### src/rtl/mod_reduce_seq.sv
// mod_reduce_seq: sequential modular reducer, product mod modulus.
// Restoring shift-subtract, one product bit per clock, MSB first.
// Valid/ready on both sides; enable low aborts back to IDLE.
module mod_reduce_seq #(
  parameter int DATA_WIDTH = 32
) (
  input  logic                    clk,
  input  logic                    rst_n,
  input  logic                    enable,
  input  logic                    in_valid,
  output logic                    in_ready,
  input  logic [2*DATA_WIDTH-1:0] in_product,
  input  logic [DATA_WIDTH-1:0]   in_modulus,
  output logic                    out_valid,
  input  logic                    out_ready,
  output logic [DATA_WIDTH-1:0]   out_result,
  output logic                    out_error
);

  localparam int PW = 2 * DATA_WIDTH;
  localparam int CW = $clog2(PW);

  typedef enum logic [1:0] {IDLE, CALC, DONE} state_t;

  state_t                state, state_nxt;
  logic [PW-1:0]         prod;
  logic [DATA_WIDTH-1:0] modv;
  // Partial remainder. It is always < modv, so DATA_WIDTH bits hold it;
  // the extra bit lives only in the shifted trial value t.
  logic [DATA_WIDTH-1:0] rem, rem_nxt;
  logic [DATA_WIDTH:0]   t;
  logic [CW-1:0]         cnt;
  logic                  accept;

  assign accept = in_valid && in_ready;

  // One restoring step: shift in the next product bit, subtract if it fits.
  always_comb begin
    t       = {rem, prod[cnt]};
    rem_nxt = t[DATA_WIDTH-1:0];
    if (t >= {1'b0, modv})
      rem_nxt = DATA_WIDTH'(t - {1'b0, modv});
  end

  // State register.
  always_ff @(posedge clk or negedge rst_n) begin
    if (!rst_n) state <= IDLE;
    else        state <= state_nxt;
  end

  // Next-state logic; enable low wins over everything.
  always_comb begin
    state_nxt = state;
    if (!enable) begin
      state_nxt = IDLE;
    end else begin
      case (state)
        IDLE: if (accept) state_nxt = (in_modulus == '0) ? DONE : CALC;
        CALC: if (cnt == '0) state_nxt = DONE;
        DONE: if (out_ready) state_nxt = IDLE;
        default: state_nxt = IDLE;
      endcase
    end
  end

  // Handshake outputs decode state only (no path from in_valid/out_ready).
  always_comb begin
    in_ready  = enable && (state == IDLE);
    out_valid = (state == DONE);
  end

  // Datapath: operand capture, shift-subtract iteration, result write.
  always_ff @(posedge clk or negedge rst_n) begin
    if (!rst_n) begin
      prod       <= '0;
      modv       <= '0;
      rem        <= '0;
      cnt        <= '0;
      out_result <= '0;
      out_error  <= 1'b0;
    end else if (!enable) begin
      prod       <= '0;
      modv       <= '0;
      rem        <= '0;
      cnt        <= '0;
      out_result <= '0;
      out_error  <= 1'b0;
    end else begin
      case (state)
        IDLE: if (accept) begin
          prod      <= in_product;
          modv      <= in_modulus;
          rem       <= '0;
          cnt       <= CW'(PW - 1);
          out_error <= 1'b0;
          if (in_modulus == '0) begin
            out_error  <= 1'b1;
            out_result <= '0;
          end
        end
        CALC: begin
          rem <= rem_nxt;
          if (cnt == '0) out_result <= rem_nxt;
          else           cnt        <= cnt - 1'b1;
        end
        default: ;
      endcase
    end
  end

endmodule

### config.mk
export PLATFORM = sky130hd
export DESIGN_NAME = mod_reduce_seq
export DESIGN_NICKNAME = d
export VERILOG_FILES = /design/src/rtl/mod_reduce_seq.sv
export SDC_FILE = /design/constraint.sdc
export NUM_CORES = 1
export LEC_CHECK = 0
export BUFFER_PORTS_ARGS = -buffer_cell sky130_fd_sc_hd__buf_2
export CORE_UTILIZATION = 40
export DETAILED_ROUTE_END_ITERATION = 6
export PLACE_DENSITY = 0.59
export SLEW_MARGIN = 10
export SYNTH_ARGS = -nofsm -noshare
export SYNTH_HDL_FRONTEND = slang
export SYNTH_SLANG_ARGS = --single-unit
### constraint.sdc
create_clock -name clk -period 9.5 [get_ports clk]
set_input_delay 0.95 -clock clk [delete_from_list [all_inputs] [get_ports clk]]
set_output_delay 0.95 -clock clk [all_outputs]
set_load 0.005 [all_outputs]
==> impl_results.html, run 1 <==
<table>
<tr><th>Metric</th><th>Value</th></tr>
<tr><th colspan="2">Run status</th></tr>
<tr><td>Run status</td><td>complete, but fails checks</td></tr>
<tr><td>Violated checks</td><td>design-rule violations</td></tr>
<tr><th colspan="2">Yosys</th></tr>
<tr><td>Post-synth top flop</td><td>sky130_fd_sc_hd__dfrtp_1</td></tr>
<tr><td>Post-synthesis net count</td><td>1006</td></tr>
<tr><td>Largest area contributor in the netlist</td><td>sky130_fd_sc_hd__dfrtp_1</td></tr>
<tr><td>Part of the Yosys area used for sequential elements</td><td>0.469</td></tr>
<tr><td>Cells after Synth</td><td>869</td></tr>
<tr><td>Post-synthesis instance area</td><td>9020 sq um</td></tr>
<tr><td>Yosys warns</td><td>0</td></tr>
<tr><td>List of most frequent post-synthesis cells</td><td>sky130_fd_sc_hd__dfrtp_1, sky130_fd_sc_hd__a22o_1, sky130_fd_sc_hd__nand2_1</td></tr>
<tr><td>Share of flip-flops with an asynchronous set or reset after synthesis</td><td>1.00</td></tr>
<tr><td>Fraction of post-synthesis cell area in the top cell type by area</td><td>0.469</td></tr>
<tr><td>Cell types occupying the most area after synthesis</td><td>sky130_fd_sc_hd__dfrtp_1, sky130_fd_sc_hd__a22o_1, sky130_fd_sc_hd__ha_1, sky130_fd_sc_hd__mux2i_1, sky130_fd_sc_hd__nand2_1</td></tr>
<tr><td>Number of flops mapped to enable cells by yosys</td><td>0</td></tr>
<tr><td>Synth Area per Inst</td><td>10.4 sq um</td></tr>
<tr><td>Flop and latch count out of synthesis</td><td>169</td></tr>
<tr><td>Most used standard cell by instance count after synthesis</td><td>sky130_fd_sc_hd__dfrtp_1</td></tr>
<tr><td>Distinct cells, synth</td><td>64</td></tr>
<tr><th colspan="2">Route</th></tr>
<tr><td>DR iter-0 viols</td><td>388</td></tr>
<tr><td>Number of remaining DRC errors</td><td>12</td></tr>
<tr><td>Vias per std cell</td><td>5.62</td></tr>
<tr><td>Number of nets still failing antenna checks after routing</td><td>0</td></tr>
<tr><td>Average routed wire per standard cell</td><td>18.3 um</td></tr>
<tr><td>Number of detailed-routing iterations run before antenna repair</td><td>7</td></tr>
<tr><td>Total Routed Length</td><td>23.2 mm</td></tr>
<tr><td>Via total after detailed routing</td><td>7104</td></tr>
<tr><th colspan="2">Pwr</th></tr>
<tr><td>Design Power</td><td>3070 uW</td></tr>
<tr><td>Highest ir drop seen on vdd</td><td>0.130 mV</td></tr>
<tr><td>Pwr per Cell Area</td><td>293 nW/um^2</td></tr>
<tr><td>Static Leak</td><td>0.00511 uW</td></tr>
<tr><th colspan="2">CTS</th></tr>
<tr><td>Clock slew seen by the registers of the worst setup and hold paths</td><td>0.07 ns</td></tr>
<tr><td>Number of H-tree branching levels</td><td>4</td></tr>
<tr><td>Hold-fix buffer count after cts</td><td>0</td></tr>
<tr><td>Number of setup buffers added after CTS</td><td>0</td></tr>
<tr><td>Total clock sinks</td><td>169</td></tr>
<tr><td>CTS tree</td><td>built</td></tr>
<tr><td>Clock latency on the worst-skew pair</td><td>0.43 ns</td></tr>
<tr><td>Clock Tree Root</td><td>sky130_fd_sc_hd__clkbuf_16</td></tr>
<tr><td>Worst-case clock buffer depth</td><td>2</td></tr>
<tr><td>Number of buffers created by CTS</td><td>17</td></tr>
<tr><td>Count of instances resized after the clock tree is built</td><td>0</td></tr>
<tr><th colspan="2">Layout</th></tr>
<tr><td>Final std cells w/o fill</td><td>1264</td></tr>
<tr><td>Area occupied by registers</td><td>4230 sq um</td></tr>
<tr><td>Syn-to-layout area delta</td><td>16.3%</td></tr>
<tr><td>Share of layout cells above drive strength 1</td><td>0.201</td></tr>
<tr><td>Multi-input logic area</td><td>4390 sq um</td></tr>
<tr><td>Count of nets after finishing</td><td>1107</td></tr>
<tr><td>Fill cells</td><td>2090</td></tr>
<tr><th colspan="2">GRT</th></tr>
<tr><td>Total global routing overflow</td><td>0</td></tr>
<tr><td>Via count of the first global-routing pass</td><td>6973</td></tr>
<tr><td>Initial antenna violation count</td><td>1</td></tr>
<tr><td>First-pass GRT wire length</td><td>38.2 mm</td></tr>
<tr><td>Global-route usage over all layers</td><td>0.210</td></tr>
<tr><td>Largest net degree at the start of global routing</td><td>99</td></tr>
<tr><th colspan="2">Placed design</th></tr>
<tr><td>Hpwl dp</td><td>16.5 mm</td></tr>
<tr><td>Placer Congestion</td><td>0.873</td></tr>
<tr><td>Buffers added on ports</td><td>135</td></tr>
<tr><td>Placed Instances</td><td>1231</td></tr>
<tr><th colspan="2">Flow run</th></tr>
<tr><td>Total of max-cap violations</td><td>0</td></tr>
<tr><th colspan="2">STA</th></tr>
<tr><td>Finish-stage setup viols</td><td>0</td></tr>
<tr><td>Max Freq</td><td>198 MHz</td></tr>
<tr><td>Pins Over Slew Limit</td><td>0</td></tr>
<tr><td>Final critical delay including setup and external delays</td><td>5.04 ns</td></tr>
<tr><td>Setup repair after global routing missed its margin</td><td>false</td></tr>
<tr><td>Actual slew at the worst max-slew pin</td><td>1.14 ns</td></tr>
<tr><td>Relative slew slack</td><td>0.239</td></tr>
<tr><td>Skew final</td><td>0.00754 ns</td></tr>
<tr><td>Part of the cycle the worst path needs</td><td>0.531</td></tr>
<tr><td>Fin Setup TNS</td><td>0 ns</td></tr>
<tr><td>Hold Fails Final Rpt</td><td>0</td></tr>
<tr><th colspan="2">Critical path</th></tr>
<tr><td>Type of origin of the critical path</td><td>register</td></tr>
<tr><td>Critical setup path kind</td><td>register to register</td></tr>
<tr><td>Critical Path AT</td><td>5.41 ns</td></tr>
<tr><td>Worst-path maximum fanout</td><td>23</td></tr>
<tr><td>Required time reported for the critical path endpoint</td><td>9.87 ns</td></tr>
<tr><td>Capturing element type of the critical path</td><td>register</td></tr>
<tr><th colspan="2">Floorplan</th></tr>
<tr><td># IOs</td><td>136</td></tr>
<tr><td>Number of core rows</td><td>54</td></tr>
<tr><td>Floorplan die width</td><td>152 um</td></tr>
<tr><td>Die Footprint</td><td>23100 sq um</td></tr>
<tr><td>Standard cell core area</td><td>22000 sq um</td></tr>
<tr><td>Die extent in y</td><td>152 um</td></tr>
<tr><td>Initial cell density of the core</td><td>0.411</td></tr>
<tr><th colspan="2">Hold path</th></tr>
<tr><td>Min-delay worst type</td><td>input pin to asynchronous set/reset pin</td></tr>
</table>
-- final cells by class --
class	instances	share of cell area
timing repair buffer	141	0.0693
clock inverter	14	0.0179
multi-input combinational	597	0.418
inverter	44	0.0157
tap	280	0.0334
sequential	169	0.403
clock buffer	18	0.0419
antenna	1	0.000239
-- flip-flops by register name, summed over array words and instances (netlist names) --
register / count
prod: 64
modv: 32
state: 2
rem: 32
cnt: 6
out_error: 1
out_result: 32
-- worst paths after layout --
check | from | to | slack [ns] | cells after the start
setup / recovery | cnt[1] | out_result[1] | 4.46 | 15
hold / removal | rst_n | out_result[8] | 0.48 | 1
setup reg to reg | cnt[1] | out_result[1] | 4.46 | 15
hold reg to reg | out_result[9] | out_result[9] | 0.48 | 2
max in group asynchronous | rst_n | prod[12] | 7.21 | 3
min in group clk | out_result[9] | out_result[9] | 0.48 | 2
-- stage by stage --
| step | hold slack (ns) | setup slack [ns] | utilization | cell area (sq um) |
|---|---|---|---|---|
| floorplan | 0.467 | 5.44 | - | 9020 |
| global placement | 0.462 | 4.66 | 0.449 | 9860 |
| detailed placement | 0.465 | 4.52 | 0.449 | 9860 |
| CTS | 0.481 | 4.48 | 0.477 | 10500 |
| global route | 0.502 | 4.12 | 0.477 | 10500 |
| finish | 0.475 | 4.46 | 0.478 | 10500 |
-- layout by cell type, fill, tap and decap left out, types with 17 or more instances in the layout --
cell	n
sky130_fd_sc_hd__a21o_1	28
sky130_fd_sc_hd__inv_1	44
sky130_fd_sc_hd__o21ai_0	35
sky130_fd_sc_hd__a21oi_1	45
sky130_fd_sc_hd__dfrtp_1	169
sky130_fd_sc_hd__ha_1	35
sky130_fd_sc_hd__mux2i_1	32
sky130_fd_sc_hd__clkbuf_16	17
sky130_fd_sc_hd__nor2_1	32
sky130_fd_sc_hd__a22o_1	109
sky130_fd_sc_hd__nand2_1	73
sky130_fd_sc_hd__xnor2_1	18
sky130_fd_sc_hd__o21ai_1	18
sky130_fd_sc_hd__buf_2	134
sky130_fd_sc_hd__o31ai_1	17
-- power by group --
| group | internal, uW | total [uW] | switching (uW) | leakage [uW] |
|---|---|---|---|---|
| Sequential | 814 | 892 | 77.6 | 0.00230 |
| Combinational | 581 | 1440 | 855 | 0.00250 |
| Clock | 429 | 742 | 313 | 0.000309 |
| Total | 1820 | 3070 | 1250 | 0.00511 |
-- routing by layer --
layer	wire, um	up-vias	global-route usage
met1	10900	3450	0.295
met3	1170	17	0.0410
li1	-	3442	-
met5	0	-	0
met4	300	0	0.0598
met2	10800	195	0.329
-- critical path, stage by stage, from the launching register on --
cell                        delay, ns
sky130_fd_sc_hd__dfrtp_1         0.56
sky130_fd_sc_hd__or2_2           0.46
sky130_fd_sc_hd__o221ai_1        0.22
sky130_fd_sc_hd__o22ai_1         0.13
sky130_fd_sc_hd__o311ai_0        0.31
sky130_fd_sc_hd__o21ai_0         0.27
sky130_fd_sc_hd__ha_1            0.26
sky130_fd_sc_hd__nor2b_1         0.14
sky130_fd_sc_hd__o21bai_1        0.12
sky130_fd_sc_hd__a211oi_2        0.25
sky130_fd_sc_hd__nor4_2          0.12
sky130_fd_sc_hd__or4_4           0.59
sky130_fd_sc_hd__nand2_1         0.86
sky130_fd_sc_hd__nor2_1          0.11
sky130_fd_sc_hd__a2111oi_0       0.46
sky130_fd_sc_hd__a21o_1          0.13
-- cell families after synthesis --
logic type,Yosys count,synth area share
adders and majority gates,36,0.0508
DFF,169,0.469
xor gates and xnor gates,24,0.0233
muxes,45,0.0617
AOI/OAI and AO/OA,314,0.252
and+or+nand+nor,178,0.0967
buffers and inverters,103,0.0461
No activity file was read; power rests on OpenSTA's default activity.
==> run 2, diff against run 1 <==
--- a/config.mk
+++ b/config.mk
@@ -8,7 +8,7 @@
 export BUFFER_PORTS_ARGS = -buffer_cell sky130_fd_sc_hd__buf_2
 export CORE_UTILIZATION = 40
 export DETAILED_ROUTE_END_ITERATION = 6
-export PLACE_DENSITY = 0.59
+export PLACE_DENSITY = 0.62
 export SLEW_MARGIN = 10
 export SYNTH_ARGS = -nofsm -noshare
 export SYNTH_HDL_FRONTEND = slang
==> constraint.sdc (replaced) <==
create_clock -name clk -period 4.55 [get_ports clk]
set_input_delay 0.455 -clock clk [delete_from_list [all_inputs] [get_ports clk]]
set_output_delay 0.455 -clock clk [all_outputs]
set_load 0.005 [all_outputs]
==> run 2 against run 1 <==
Against the previous run:
- the flow still finishes with violations (design-rule violations)
- setup slack got worse by 4.1 ns
- final cell count increased by 0.47%
- sequential share of layout area decreased by 0.091 points
- clock power increased by 95%
- sequential cell count unchanged
- global-route usage increased by 0.14 points
- die area unchanged
==> impl_results.html, run 2 (same netlist as run 1, synthesis figures left out) <==
<table>
<tr><th>Metric</th><th>Value</th></tr>
<tr><th colspan="2">GRT</th></tr>
<tr><td>Initial antenna violation count</td><td>1</td></tr>
<tr><td>Via count of the first global-routing pass</td><td>7089</td></tr>
<tr><td>Total global routing overflow</td><td>0</td></tr>
<tr><td>First-pass GRT wire length</td><td>38.4 mm</td></tr>
<tr><td>Global-route usage over all layers</td><td>0.211</td></tr>
<tr><td>Largest net degree at the start of global routing</td><td>99</td></tr>
<tr><th colspan="2">CTS</th></tr>
<tr><td>Total clock sinks</td><td>169</td></tr>
<tr><td>Worst-case clock buffer depth</td><td>2</td></tr>
<tr><td>Clock Tree Root</td><td>sky130_fd_sc_hd__clkbuf_16</td></tr>
<tr><td>Clock slew seen by the registers of the worst setup and hold paths</td><td>0.07 ns</td></tr>
<tr><td>Number of setup buffers added after CTS</td><td>0</td></tr>
<tr><td>Count of instances resized after the clock tree is built</td><td>0</td></tr>
<tr><td>Number of buffers created by CTS</td><td>17</td></tr>
<tr><td>Clock latency on the worst-skew pair</td><td>0.44 ns</td></tr>
<tr><td>Number of H-tree branching levels</td><td>4</td></tr>
<tr><td>CTS tree</td><td>built</td></tr>
<tr><td>Hold-fix buffer count after cts</td><td>0</td></tr>
<tr><th colspan="2">Flow run</th></tr>
<tr><td>Total of max-cap violations</td><td>0</td></tr>
<tr><th colspan="2">Route</th></tr>
<tr><td>Vias per std cell</td><td>5.60</td></tr>
<tr><td>DR iter-0 viols</td><td>442</td></tr>
<tr><td>Number of detailed-routing iterations run before antenna repair</td><td>7</td></tr>
<tr><td>Total Routed Length</td><td>23.7 mm</td></tr>
<tr><td>Number of remaining DRC errors</td><td>12</td></tr>
<tr><td>Number of nets still failing antenna checks after routing</td><td>0</td></tr>
<tr><td>Via total after detailed routing</td><td>7116</td></tr>
<tr><td>Average routed wire per standard cell</td><td>18.7 um</td></tr>
<tr><th colspan="2">STA</th></tr>
<tr><td>Max Freq</td><td>236 MHz</td></tr>
<tr><td>Actual slew at the worst max-slew pin</td><td>1.10 ns</td></tr>
<tr><td>Hold Fails Final Rpt</td><td>0</td></tr>
<tr><td>Setup repair after global routing missed its margin</td><td>false</td></tr>
<tr><td>Final critical delay including setup and external delays</td><td>4.24 ns</td></tr>
<tr><td>Skew final</td><td>0.0164 ns</td></tr>
<tr><td>Fin Setup TNS</td><td>0 ns</td></tr>
<tr><td>Worst-case hold slack</td><td>0.0323 ns</td></tr>
<tr><td>Pins Over Slew Limit</td><td>0</td></tr>
<tr><td>Relative slew slack</td><td>0.264</td></tr>
<tr><td>Finish-stage setup viols</td><td>0</td></tr>
<tr><td>Part of the cycle the worst path needs</td><td>0.932</td></tr>
<tr><th colspan="2">Critical path</th></tr>
<tr><td>Slack of the worst reg-to-reg path</td><td>0.31 ns</td></tr>
<tr><td>Capturing element type of the critical path</td><td>register</td></tr>
<tr><td>Critical R2R Capture</td><td>out_result[14]</td></tr>
<tr><td>Origin of the critical flop-to-flop path</td><td>cnt[1]</td></tr>
<tr><td>Critical setup path kind</td><td>register to register</td></tr>
<tr><td>Reg2Reg Depth</td><td>17</td></tr>
<tr><td>Worst-path maximum fanout</td><td>29</td></tr>
<tr><td>Critical Path AT</td><td>4.62 ns</td></tr>
<tr><td>Type of origin of the critical path</td><td>register</td></tr>
<tr><td>Required time reported for the critical path endpoint</td><td>4.92 ns</td></tr>
<tr><th colspan="2">Pwr</th></tr>
<tr><td>Static Leak</td><td>0.00512 uW</td></tr>
<tr><td>Highest ir drop seen on vdd</td><td>0.379 mV</td></tr>
<tr><td>Pwr per Cell Area</td><td>609 nW/um^2</td></tr>
<tr><th colspan="2">Layout</th></tr>
<tr><td>Max FFs per register</td><td>64</td></tr>
<tr><td>Count of nets after finishing</td><td>1113</td></tr>
<tr><td>Leading cell type in the layout, fill and taps excluded</td><td>sky130_fd_sc_hd__dfrtp_1</td></tr>
<tr><td>Final std cells w/o fill</td><td>1270</td></tr>
<tr><td>Register ranked first by flip-flop count</td><td>prod</td></tr>
<tr><td>Leading cell types in the layout, fill and taps excluded</td><td>sky130_fd_sc_hd__dfrtp_1, sky130_fd_sc_hd__buf_2, sky130_fd_sc_hd__a22o_1</td></tr>
<tr><td>Syn-to-layout area delta</td><td>16.6%</td></tr>
<tr><td>Share of layout cells above drive strength 1</td><td>0.206</td></tr>
<tr><th colspan="2">Floorplan</th></tr>
<tr><td>Initial cell density of the core</td><td>0.411</td></tr>
<tr><td>Number of core rows</td><td>54</td></tr>
<tr><td>Standard cell core area</td><td>22000 sq um</td></tr>
<tr><td>Floorplan die width</td><td>152 um</td></tr>
<tr><td># IOs</td><td>136</td></tr>
<tr><td>Die extent in y</td><td>152 um</td></tr>
<tr><td>Die Footprint</td><td>23100 sq um</td></tr>
<tr><th colspan="2">Placed design</th></tr>
<tr><td>Buffers added on ports</td><td>135</td></tr>
<tr><td>Placed Instances</td><td>1237</td></tr>
<tr><td>Hpwl dp</td><td>16.8 mm</td></tr>
<tr><td>Placer Congestion</td><td>0.896</td></tr>
<tr><th colspan="2">Run status</th></tr>
<tr><td>Run status</td><td>complete, but fails checks</td></tr>
<tr><td>Violated checks</td><td>design-rule violations</td></tr>
<tr><th colspan="2">Hold path</th></tr>
<tr><td>Min-delay worst type</td><td>input pin to asynchronous set/reset pin</td></tr>
</table>
-- run 2: cell types whose count changed in the layout (fill, tap and decap cells not counted), moves of 2 or more --
cell	previous run	this run
sky130_fd_sc_hd__clkinvlp_4	0	3
sky130_fd_sc_hd__buf_12	0	2
sky130_fd_sc_hd__clkinv_4	5	1
sky130_fd_sc_hd__inv_8	2	0
sky130_fd_sc_hd__buf_4	6	10
sky130_fd_sc_hd__clkinv_2	1	3
sky130_fd_sc_hd__clkbuf_1	0	2
-- run 2: area by class of cell --
cell class / instances / area [sq um]
Tap cell: 280 / 350
Clock inverter: 13 / 141
Clock buffer: 19 / 433
Multi-Input combinational cell: 597 / 4390
Timing Repair Buffer: 147 / 797
Antenna cell: 1 / 2.50
Fill cell: 2100 / 11400
Inverter: 44 / 165
Sequential cell: 169 / 4230
-- run 2: metrics by stage --
step	setup WS, ns	cell area, sq um	util	power [uW]
after detailed placement	0.186	9930	0.452	4950
final	0.308	10500	0.479	6400
after CTS	0.174	10500	0.478	6410
after global placement	0.244	9930	0.452	4930
after floorplan	0.493	9020	-	4190
after global routing	0.0338	10500	0.479	6840
-- run 2: report_power, final --
| part | internal [uW] | leakage (uW) | switching, uW |
|---|---|---|---|
| Clock | 813 | 0.000275 | 637 |
| Sequential | 1700 | 0.00230 | 169 |
| Combinational | 1270 | 0.00254 | 1810 |
-- run 2: worst max-delay path, cell delays in order (launching register included) --
cell,delay [ns]
sky130_fd_sc_hd__dfrtp_1,0.44
sky130_fd_sc_hd__or2_2,0.42
sky130_fd_sc_hd__o221ai_1,0.25
sky130_fd_sc_hd__o22ai_1,0.13
sky130_fd_sc_hd__nor2_1,0.14
sky130_fd_sc_hd__nand2_1,0.08
sky130_fd_sc_hd__o311ai_1,0.12
sky130_fd_sc_hd__o21ai_2,0.14
sky130_fd_sc_hd__ha_1,0.21
sky130_fd_sc_hd__nor2b_1,0.15
sky130_fd_sc_hd__o21bai_1,0.12
sky130_fd_sc_hd__a211oi_2,0.25
sky130_fd_sc_hd__nor4_2,0.10
sky130_fd_sc_hd__or4_4,0.59
sky130_fd_sc_hd__and2_4,0.29
sky130_fd_sc_hd__or3b_1,0.42
sky130_fd_sc_hd__a21oi_2,0.15
sky130_fd_sc_hd__mux2_2,0.16
-- run 2: worst max path at each step --
stage                start        endpoint  slack, ns  cells after the start
CTS                 cnt[0]  out_result[28]       0.17                     18
global route        cnt[1]  out_result[14]       0.03                     15
global placement    cnt[0]  out_result[28]       0.24                     18
detailed placement  cnt[0]  out_result[28]       0.19                     18
floorplan           cnt[0]  out_result[28]       0.49                     17
finish              cnt[1]  out_result[14]       0.31                     17
-- run 2: metal layers --
layer / up-vias / GRT usage / wire, um
li1: 3439 / - / -
met1: 3450 / 0.295 / 10900
met2: 203 / 0.326 / 11000
met3: 24 / 0.0509 / 1530
met4: 0 / 0.0598 / 301
met5: - / 0 / 0
